### src/rtl/ms_wb_defs.sv
// rtl/ms_wb_defs.sv - shared Wishbone arbiter state encodings and error data
package ms_wb_defs;

  typedef enum logic [1:0] {
    ST_IDLE  = 2'd0,
    ST_GNT0  = 2'd1,
    ST_GNT1  = 2'd2,
    ST_ABORT = 2'd3
  } wb_arb_state_t;

  // Returned on aborted accesses and by the top-level decoder for unmapped reads
  localparam logic [31:0] WB_ERR_DATA = 32'hDEADBEEF;

  function automatic logic [1:0] gnt_decode(input wb_arb_state_t st);
    case (st)
      ST_GNT0: return 2'b01;
      ST_GNT1: return 2'b10;
      default: return 2'b00;
    endcase
  endfunction

endpackage

### src/rtl/ms_wb_watchdog.sv
// rtl/ms_wb_watchdog.sv - per-access stall counter for the Wishbone arbiter
module ms_wb_watchdog #(
  parameter int TIMEOUT = 255
) (
  input  logic clk_i,
  input  logic rst_i,
  input  logic clr,
  input  logic run,
  output logic expire
);

  localparam int CW = $clog2(TIMEOUT + 1);

  logic [CW-1:0] r_cnt;

  always_ff @(posedge clk_i) begin
    if (rst_i || clr) begin
      r_cnt <= '0;
    end else if (run) begin
      r_cnt <= r_cnt + 1'b1;
    end
  end

  // Fires one cycle before the abort so ABORT lands TIMEOUT cycles after stb rose
  assign expire = (r_cnt == CW'(TIMEOUT - 1));

endmodule

### src/rtl/ms_wb_arbiter2.sv
// rtl/ms_wb_arbiter2.sv - two-master round-robin Wishbone arbiter with watchdog abort
module ms_wb_arbiter2 #(
  parameter int TIMEOUT = 255,
  parameter int AW      = 32,
  parameter int DW      = 32
) (
  input  logic              clk_i,
  input  logic              rst_i,
  input  logic              m0_cyc_i,
  input  logic              m0_stb_i,
  input  logic              m0_we_i,
  input  logic [DW/8-1:0]   m0_sel_i,
  input  logic [AW-1:0]     m0_adr_i,
  input  logic [DW-1:0]     m0_dat_i,
  output logic [DW-1:0]     m0_dat_o,
  output logic              m0_ack_o,
  input  logic              m1_cyc_i,
  input  logic              m1_stb_i,
  input  logic              m1_we_i,
  input  logic [DW/8-1:0]   m1_sel_i,
  input  logic [AW-1:0]     m1_adr_i,
  input  logic [DW-1:0]     m1_dat_i,
  output logic [DW-1:0]     m1_dat_o,
  output logic              m1_ack_o,
  output logic              s_cyc_o,
  output logic              s_stb_o,
  output logic              s_we_o,
  output logic [DW/8-1:0]   s_sel_o,
  output logic [AW-1:0]     s_adr_o,
  output logic [DW-1:0]     s_dat_o,
  input  logic [DW-1:0]     s_dat_i,
  input  logic              s_ack_i,
  output logic [1:0]        gnt_o,
  output logic              timeout_o
);

  import ms_wb_defs::*;

  wb_arb_state_t r_state;
  logic          r_last;
  logic          r_timeout;

  logic w_gnt0;
  logic w_gnt1;
  logic w_abort;
  logic w_idle;
  logic w_wd_clr;
  logic w_wd_run;
  logic w_expire;

  assign w_gnt0  = (r_state == ST_GNT0);
  assign w_gnt1  = (r_state == ST_GNT1);
  assign w_abort = (r_state == ST_ABORT);
  assign w_idle  = (r_state == ST_IDLE);

  // Control strobes only pass for the owner; address/data default to master 0
  assign s_cyc_o = (w_gnt0 & m0_cyc_i) | (w_gnt1 & m1_cyc_i);
  assign s_stb_o = (w_gnt0 & m0_stb_i) | (w_gnt1 & m1_stb_i);
  assign s_we_o  = (w_gnt0 & m0_we_i)  | (w_gnt1 & m1_we_i);
  assign s_sel_o = w_gnt1 ? m1_sel_i : m0_sel_i;
  assign s_adr_o = w_gnt1 ? m1_adr_i : m0_adr_i;
  assign s_dat_o = w_gnt1 ? m1_dat_i : m0_dat_i;

  // r_last names the owner of the access being aborted
  assign m0_ack_o = (w_gnt0 & s_ack_i) | (w_abort & ~r_last);
  assign m1_ack_o = (w_gnt1 & s_ack_i) | (w_abort &  r_last);
  assign m0_dat_o = (w_abort & ~r_last) ? DW'(WB_ERR_DATA) : s_dat_i;
  assign m1_dat_o = (w_abort &  r_last) ? DW'(WB_ERR_DATA) : s_dat_i;

  assign gnt_o     = gnt_decode(r_state);
  assign timeout_o = r_timeout;

  assign w_wd_clr = w_idle | ~s_stb_o | s_ack_i;
  assign w_wd_run = ~w_wd_clr;

  ms_wb_watchdog #(
    .TIMEOUT (TIMEOUT)
  ) u_watchdog (
    .clk_i  (clk_i),
    .rst_i  (rst_i),
    .clr    (w_wd_clr),
    .run    (w_wd_run),
    .expire (w_expire)
  );

  always_ff @(posedge clk_i) begin
    if (rst_i) begin
      r_state   <= ST_IDLE;
      r_last    <= 1'b1;
      r_timeout <= 1'b0;
    end else begin
      r_timeout <= 1'b0;
      case (r_state)
        ST_IDLE: begin
          if (m0_cyc_i && (!m1_cyc_i || r_last)) begin
            r_state <= ST_GNT0;
            r_last  <= 1'b0;
          end else if (m1_cyc_i) begin
            r_state <= ST_GNT1;
            r_last  <= 1'b1;
          end
        end
        ST_GNT0: begin
          if (!m0_cyc_i) begin
            r_state <= ST_IDLE;
          end else if (w_expire && !s_ack_i) begin
            r_state   <= ST_ABORT;
            r_timeout <= 1'b1;
          end
        end
        ST_GNT1: begin
          if (!m1_cyc_i) begin
            r_state <= ST_IDLE;
          end else if (w_expire && !s_ack_i) begin
            r_state   <= ST_ABORT;
            r_timeout <= 1'b1;
          end
        end
        ST_ABORT: r_state <= ST_IDLE;
        default:  r_state <= ST_IDLE;
      endcase
    end
  end

endmodule

### config.mk
export PLATFORM = sky130hd
export DESIGN_NAME = ms_wb_arbiter2
export DESIGN_NICKNAME = d
export VERILOG_FILES = /design/src/rtl/ms_wb_defs.sv /design/src/rtl/ms_wb_watchdog.sv /design/src/rtl/ms_wb_arbiter2.sv
export SDC_FILE = /design/constraint.sdc
export NUM_CORES = 1
export LEC_CHECK = 0
export ABC_CLOCK_PERIOD_IN_PS = 4050
export BUFFER_PORTS_ARGS = -buffer_cell sky130_fd_sc_hd__buf_2
export CAP_MARGIN = 0
export CELL_PAD_IN_SITES_DETAIL_PLACEMENT = 0
export CELL_PAD_IN_SITES_GLOBAL_PLACEMENT = 1
export CORE_MARGIN = 10
export CORE_UTILIZATION = 18
export DETAILED_ROUTE_END_ITERATION = 8
export PLACE_DENSITY_LB_ADDON = 0.08
export REMOVE_ABC_BUFFERS = 1
export SYNTH_ARGS = -nofsm -noshare
export SYNTH_HDL_FRONTEND = slang
export SYNTH_SLANG_ARGS = --single-unit
### constraint.sdc
create_clock -name clk_i -period 4.05 [get_ports clk_i]
set_input_delay 0.81 -clock clk_i [delete_from_list [all_inputs] [get_ports clk_i]]
set_output_delay 0.81 -clock clk_i [all_outputs]
set_load 0.1 [all_outputs]
# Yosys cells after proc, flatten, opt, wreduce, memory -nomap -nowiden
# Index checks and enable logic that the tools add are counted.
[word_totals]
regBits = 12
input_bits = 177
output_inout_bits = 140
word_cells = 56
[op_classes]
n_addsub = 1
eq_ne = 5
mux = 18
bitwise_logic = 19
n_reduce_logical = 9
[op_table]
columns = ["cell", "count"]
rows = [
  ["$mux 32", 4],
  ["$and 1x1->1", 10],
  ["$mux 2", 5],
  ["$add 8x1->8 const B", 1],
  ["$eq 8x8->1 const B", 1],
  ["$pmux 2 s4", 1],
  ["$or 1x1->1", 7],
  ["$mux 1", 5],
  ["$eq 2x2->1 const B", 2],
  ["$mux 4", 1],
  ["$pmux 2 s2", 1],
  ["$ne 3x2->1 const B", 1],
  ["$eq 2x1->1 const B", 1],
  ["$logic_and 1x1->1", 2],
  ["$logic_not 1->1", 2],
  ["$logic_not 2->1", 1],
  ["$logic_or 1x1->1", 2],
  ["$not 1->1", 2],
  ["$pmux 1 s2", 1],
  ["$reduce_and 2->1", 1],
  ["$reduce_bool 2->1", 1],
]

# Logic depth before layout (Yosys ltp)
# Gate-level depths: netlist of the first run.
[logic_depth]
depth_word = 7
mapped_depth = 7
depth_no_buf = 6

# Cells and area by module
# Synthesis of the first run repeated with hierarchy kept, for this count alone.
[unflattened]
hier_cells = 228
hier_area_um2 = 1996.9
[by_module_without_submodules]
columns = ["mod", "n_inst", "cells_per_inst", "area_per_inst_um2", "seq_area_each_um2"]
rows = [
  ["ms_wb_arbiter2", 1, 186, 1627.8, 80.1],
  ["ms_wb_watchdog", 1, 42, 369.1, 160.2],
]

# Worst setup path after synthesis of the first run
# No wires, ideal clock.
[synth_timing]
path_kind = "reg-to-output"
startpoint = "register r_state[0]"
endpoint = "output m1_dat_o[14]"
arrival_ps = 1688
required_ps = 3240
path_slack_ps = 1552
stages_incl_launch_ff = 5
n_path_buf = 1
cell_sequence = "dfxtp_1 > ha_1 > nand2_1 > clkbuf_1 > and2_1"
[synth_via]
elab_chain_len = 3
[synth_lines]
columns = ["element", "line", "text"]
rows = [
  ["start: declaration", "ms_wb_arbiter2.sv:39", "wb_arb_state_t r_state;"],
  ["start signal: assignment", "ms_wb_arbiter2.sv:88", "r_state <= ST_IDLE;"],
  ["start signal: assignment", "ms_wb_arbiter2.sv:96", "r_state <= ST_GNT0;"],
  ["start signal: assignment", "ms_wb_arbiter2.sv:99", "r_state <= ST_GNT1;"],
  ["$eq 2x2->1", "ms_wb_arbiter2.sv:53", "assign w_abort = (r_state == ST_ABORT);"],
  ["$and 1x1->1", "ms_wb_arbiter2.sv:68", "assign m1_dat_o = (w_abort & r_last) ? DW'(WB_ERR_DATA) : s_dat_i;"],
  ["$mux 32", "ms_wb_arbiter2.sv:68", ""],
  ["end: declaration", "ms_wb_arbiter2.sv:23", "output logic [DW-1:0] m1_dat_o,"],
]
# Every way passes these cells.

# Final worst setup path of the first run
[layout_timing]
startpoint = "register r_state[0]"
endpoint = "output s_adr_o[9]"
[layout_via]
elab_chain_len = 2
[layout_lines]
columns = ["element", "line", "text"]
rows = [
  ["$eq 2x2->1", "ms_wb_arbiter2.sv:52", "assign w_gnt1 = (r_state == ST_GNT1);"],
  ["$mux 32", "ms_wb_arbiter2.sv:61", "assign s_adr_o = w_gnt1 ? m1_adr_i : m0_adr_i;"],
  ["end: declaration", "ms_wb_arbiter2.sv:29", "output logic [AW-1:0] s_adr_o,"],
]
# Every way passes these cells.

==> flow_summary.toml, run 1 <==
[run_status]
status = "finished, final reports clean"

[cts]
cts_tree = "yes"
cts_setup_buffers = 0
cts_buffer_depth = 2
cts_buffers = 3
clock_latency_ps = 240
holdBufCountCts = 0
cts.root.buffer_cell = "clkbuf_8"
htree_levels = 1
cts.clk_slew.worst_paths_ps = 60
cts_resized = 0
cts.sink_count = 12

[die]
core_area_um2 = 10700
io_pins = 317
placementRows = 38
start_util_pct = 18.3
fp.dieW_um = 125
die_h_um = 125
die-area_um2 = 15500

[worst_setup_path]
rr_startpoint = "r_state[0]$_SDFFE_PP0P_"
critical_path_depth = 5
crit_path_end = "s_adr_o[9]"
rr_worst_depth = 7
crit_slowest_cell = "ha_4"
critPathRequiredTime_ps = 3240
cpPeakStageDelay_ps = 460
cp-startpoint = "r_state[0]$_SDFFE_PP0P_"
crit_family = "buffers and inverters"
crit_type = "flip-flop to primary output"
cp_data_arrival_time_ps = 2280
r2r_end = "r_state[1]$_SDFFE_PP0P_"
cp_cell_sequence = "inv_1 > ha_4 > buf_12 > mux2_2 > buf_2"
path_buf_inv = 3
end_kind = "primary output"
critPathMaxFanout = 42
critPathLaunchType = "flip-flop"
rrSetupSlack_ps = 2210

[route]
drt_pass1_iterations = 4
ant_nets = 0
vias_per_cell = 4.21
vias = 2840
wl_per_cell_um = 19.6
drt_iter0_drc = 73
drt_wl_total_mm = 13.2
drcViolationCount = 0

[power_and_ir_drop]
p_leak_nw = 2.03
p_per_area_nw_per_um2 = 389
ir_drop_v = 0.000188
switchingPower_mw = 1.01
p_int_uw = 436
power.total_mw = 1.44
p_seq_share_pct = 8.9
pwr-share-comb_pct = 81.8
clkPwrFrac_pct = 9.3
p_sw_share_pct = 69.8

[timing]
finalCriticalPeriod_ps = 3090
post-route-period-util_pct = 76.4
max_slew_margin_pct = 34.8
hold_viol = 0
rsz0062_at_grt = "false"
drv_slew = 0
tns_ps = 0
setup-violations-final = 0
timing.fmax_mhz = 323
worst_pin_slew_ps = 975
finalClockSkew_ps = 0.605

[finish]
finalNonFillerCells = 675
fillers = 1181
drive_above_1_share_pct = 74.0
antenna_cells = 0
ff_latch_area_um2 = 240
nNetsFinal = 721
syn_to_final_growth_pct = 88.9
multi_input_area_um2 = 1620
stdcell_area_um2 = 3710

[synthesis]
ys_seq_area_share_pct = 12.2
yosysUniqueCellTypes = 32
syn_inst = 229
synth_common_cells = "69 x mux2_2, 50 x nand2b_1, 16 x and2_1, 12 x dfxtp_1"
syn_avg_cell_area_um2 = 8.59
syn_area_um2 = 1970
synthTopCellsByArea = "mux2_2 40%, nand2b_1 16%, dfxtp_1 12%"
yosys.cell_count.top_type = "mux2_2"
synth_edf_count = 0
async_flop_share_pct = 0
synth_seq_cells = 12
yosysTopAreaCell = "mux2_2"
ys.flop_type = "dfxtp_1"
synth_top_area_share_pct = 39.5
ys.warnings.count = 0

[placed_design]
dp.cells = 671
dp_hpwl_mm = 12.0
place.gp.congestion = 0.850
dpl_cell_area_um2 = 3660
numPortBuffers = 316

[run]
maxCapViolCount = 0

[grt]
first_global_vias = 3082
grt.overflow.total = 0
grt_max_degree = 43
grt_pass1_wl_mm = 19.4
antenna_found_initial = 0
grt_util_all_layers_pct = 15.9

[hold_path]
hp-class = "flip-flop to flip-flop"
## through the flow
step	hold WS, ps	util [%]	worst slack (ps)
finish	503	34.6	955
floorplan	453	-	60.0
global placement	495	34.1	1190
global route	533	34.6	737
detailed placement	499	34.1	1190
CTS	513	34.6	928
## cell type report
type	instances	area share (%)
timing repair buffer	317	43.1
clock buffer	4	1.48
inverter	5	0.505
tap	140	4.72
sequential	12	6.47
multi-input combinational	197	43.7
## power by group through the flow
stage	clock network, mW	logic, mW	registers (mW)
after floorplan	0	0.968	0.128
after global placement	0	1.19	0.130
after detailed placement	0	1.19	0.130
after CTS	0.140	1.19	0.128
after global routing	0.143	1.22	0.128
final	0.135	1.18	0.128
## worst register-to-register path, cell delays in order (launching register included)
cell and delay [ps]:
dfxtp_1 350, inv_1 170, ha_4 460, buf_12 340, inv_2 50, mux2i_1 120
a21oi_1 90, nor4_2 190
## worst min-delay path by stage
stage | to | cells past startpoint | start | slack (ps)
after floorplan | u_watchdog.r_cnt[0]$_SDFFE_PP0N_ | 1 | u_watchdog.r_cnt[0]$_SDFFE_PP0N_ | 450
after global placement | u_watchdog.r_cnt[0]$_SDFFE_PP0N_ | 1 | u_watchdog.r_cnt[0]$_SDFFE_PP0N_ | 490
after detailed placement | u_watchdog.r_cnt[0]$_SDFFE_PP0N_ | 1 | u_watchdog.r_cnt[0]$_SDFFE_PP0N_ | 500
after CTS | u_watchdog.r_cnt[0]$_SDFFE_PP0N_ | 1 | u_watchdog.r_cnt[0]$_SDFFE_PP0N_ | 510
after global routing | u_watchdog.r_cnt[0]$_SDFFE_PP0N_ | 1 | u_watchdog.r_cnt[0]$_SDFFE_PP0N_ | 530
final | u_watchdog.r_cnt[0]$_SDFFE_PP0N_ | 1 | u_watchdog.r_cnt[0]$_SDFFE_PP0N_ | 500
## placed cells by master (no fill, tap or decap), drive strengths merged
master and count:
buf 317, mux2 69, nand2b 51, and2 16, dfxtp 12, nor2 11, nand2 10, ha 8
xor2 5, inv 5, o21ai 4, clkbuf 4, a22o 3, nor3 3, nand3 3, a21oi 2
nand4 2, and4 2, and3 2, nand4b 1, a21boi 1, a32o 1, xnor2 1, mux2i 1
nor4 1
## cell families after synthesis
| group | share of synthesized area [%] |
|---|---|
| XOR/XNOR | 2.67 |
| multiplexers | 40.0 |
| AND/OR/NAND/NOR | 30.4 |
| AO/OA/AOI/OAI | 3.75 |
| flip-flops | 12.2 |
| adder cells (fa/ha/maj) | 5.09 |
| buffers and inverters | 5.85 |
## registers in the layout (all words and copies together), names as in the netlist
name	cells
u_watchdog.r_cnt	8
r_state	2
r_last	1
timeout_o	1
## metal layers
layer | GRT usage (%) | vias up | part of all wire (%)
li1 | - | 1400 | -
met1 | 14.6 | 1256 | 33
met2 | 31.5 | 180 | 55
met3 | 7.79 | 4 | 12
met4 | 1.44 | 0 | 0.32
met5 | 0 | - | 0
No activity file was read; power rests on OpenSTA's default activity.
==> run 2, diff against run 1 <==
Settings changed: ABC_CLOCK_PERIOD_IN_PS 4050 to 3100, CORE_UTILIZATION 18 to 17.
Clock period 4.05 ns to 3.1 ns, I/O delays scaled along.
==> flow_summary.toml, run 2 (synthesized netlist as in run 1, its figures left out) <==
[finish]
drive_above_1_share_pct = 74.1
final_cell_mix = "316 x buf_2, 69 x mux2_2, 50 x nand2b_1"
regMostFlops = "u_watchdog.r_cnt"
stdcell_area_um2 = 3760
largest_reg_flops = 8
syn_to_final_growth_pct = 91.4
layout_commonest_cell = "buf_2"
nNetsFinal = 723
top_regs = "u_watchdog.r_cnt: 8 flops, r_state: 2 flops"
final_core_util_pct = 33.1

[power_and_ir_drop]
pwr-share-comb_pct = 78.1
switchingPower_mw = 1.31
power.total_mw = 1.96
p_seq_share_pct = 8.5
p_leak_nw = 2.06
ir_drop_v = 0.000231
p_int_uw = 652
p_sw_share_pct = 66.8
p_per_area_nw_per_um2 = 521
clkPwrFrac_pct = 13.4

[timing]
hold_viol = 0
finalCriticalPeriod_ps = 2580
max_slew_margin_pct = 59.5
worst_pin_slew_ps = 607
finalClockSkew_ps = 3.02
rsz0062_at_grt = "false"
tns_ps = 0
drv_slew = 0
post-route-period-util_pct = 83.4
setup-violations-final = 0
fin_worst_hold_slack_ps = 500
timing.fmax_mhz = 387

[cts]
cts.clk_slew.worst_paths_ps = 40
cts.root.buffer_cell = "clkbuf_16"
htree_levels = 1
cts_buffers = 3
cts_tree = "yes"
holdBufCountCts = 0
cts_setup_buffers = 0
cts.sink_count = 12
clock_latency_ps = 240
cts_resized = 0
cts_buffer_depth = 2

[run_status]
status = "finished, final reports clean"

[die]
die_h_um = 128
placementRows = 39
core_area_um2 = 11400
fp.dieW_um = 128
io_pins = 317
start_util_pct = 17.3
die-area_um2 = 16300

[route]
drt_iter0_drc = 74
ant_nets = 0
vias = 2873
wl_met1_mm = 4.22
drcViolationCount = 0
wl_met2_mm = 7.01
drt_wl_total_mm = 12.9
drt_pass1_iterations = 4
met3_length_mm = 1.50
vias_per_cell = 4.21
wl_per_cell_um = 18.9
dr.max_layer_used = "met4"

[worst_setup_path]
critPathLaunchType = "flip-flop"
rr_worst_depth = 5
cp_data_arrival_time_ps = 1960
rrSetupSlack_ps = 1380
critPathMaxFanout = 24
crit_slowest_cell = "mux2_2"
critPathRequiredTime_ps = 2480
end_kind = "primary output"
cp_cell_sequence = "inv_1 > ha_2 > buf_4 > mux2_2 > buf_2"
crit_type = "flip-flop to primary output"
cpPeakStageDelay_ps = 380

[grt]
grt_max_degree = 51
grt_pass1_wl_mm = 18.7
first_global_vias = 3080
grt.overflow.total = 0
antenna_found_initial = 3
grt_util_all_layers_pct = 14.6

[placed_design]
numPortBuffers = 316
place.gp.congestion = 0.828
dp_hpwl_mm = 11.8
dpl_cell_area_um2 = 3670

[run]
maxCapViolCount = 0

[hold_path]
whs_path_depth = 1
hp-class = "flip-flop to flip-flop"
run 2: layout make-up:
cell class	instances	area [µm²]
Tap cell	143	179
Timing Repair Buffer	319	1620
Sequential cell	12	240
Multi-Input combinational cell	197	1610
Clock buffer	4	88.8
Fill cell	1234	7600
Antenna cell	3	7.51
Inverter	5	18.8
run 2: final timing paths:
kind                                    startpoint                               end
setup / recovery           r_state[0]$_SDFFE_PP0P_                        s_sel_o[0]
hold / removal    u_watchdog.r_cnt[0]$_SDFFE_PP0N_  u_watchdog.r_cnt[0]$_SDFFE_PP0N_
setup reg to reg           r_state[0]$_SDFFE_PP0P_              timeout_o$_SDFF_PP0_
hold reg to reg   u_watchdog.r_cnt[0]$_SDFFE_PP0N_  u_watchdog.r_cnt[0]$_SDFFE_PP0N_
run 2: routing by layer:
layer	global-route usage, %	vias to the layer above
met1	13.0	1281
met4	3.88	0
li1	-	1400
met2	28.8	182
met3	6.29	10
met5	0	-
run 2: critical path, delay by kind of cell, from the launching register on:
family,cells,cell delay (ps)
muxes,1,380
buffers and inverters,3,740
adders and majority gates,1,230
DFF,1,350
run 2: through the flow:
step	setup WS, ps	std cells
floorplan	-700	214
global placement	787	676
detailed placement	763	676
CTS	500	680
global route	395	683
finish	516	683
run 2: power groups by stage:
| stage | Sequential (mW) | Combinational [mW] | Clock [mW] |
|---|---|---|---|
| final | 0.167 | 1.53 | 0.263 |
| after global routing | 0.169 | 1.59 | 0.277 |
| after CTS | 0.167 | 1.55 | 0.270 |
| after detailed placement | 0.170 | 1.54 | 0 |
| after global placement | 0.170 | 1.55 | 0 |
| after floorplan | 0.168 | 1.27 | 0 |
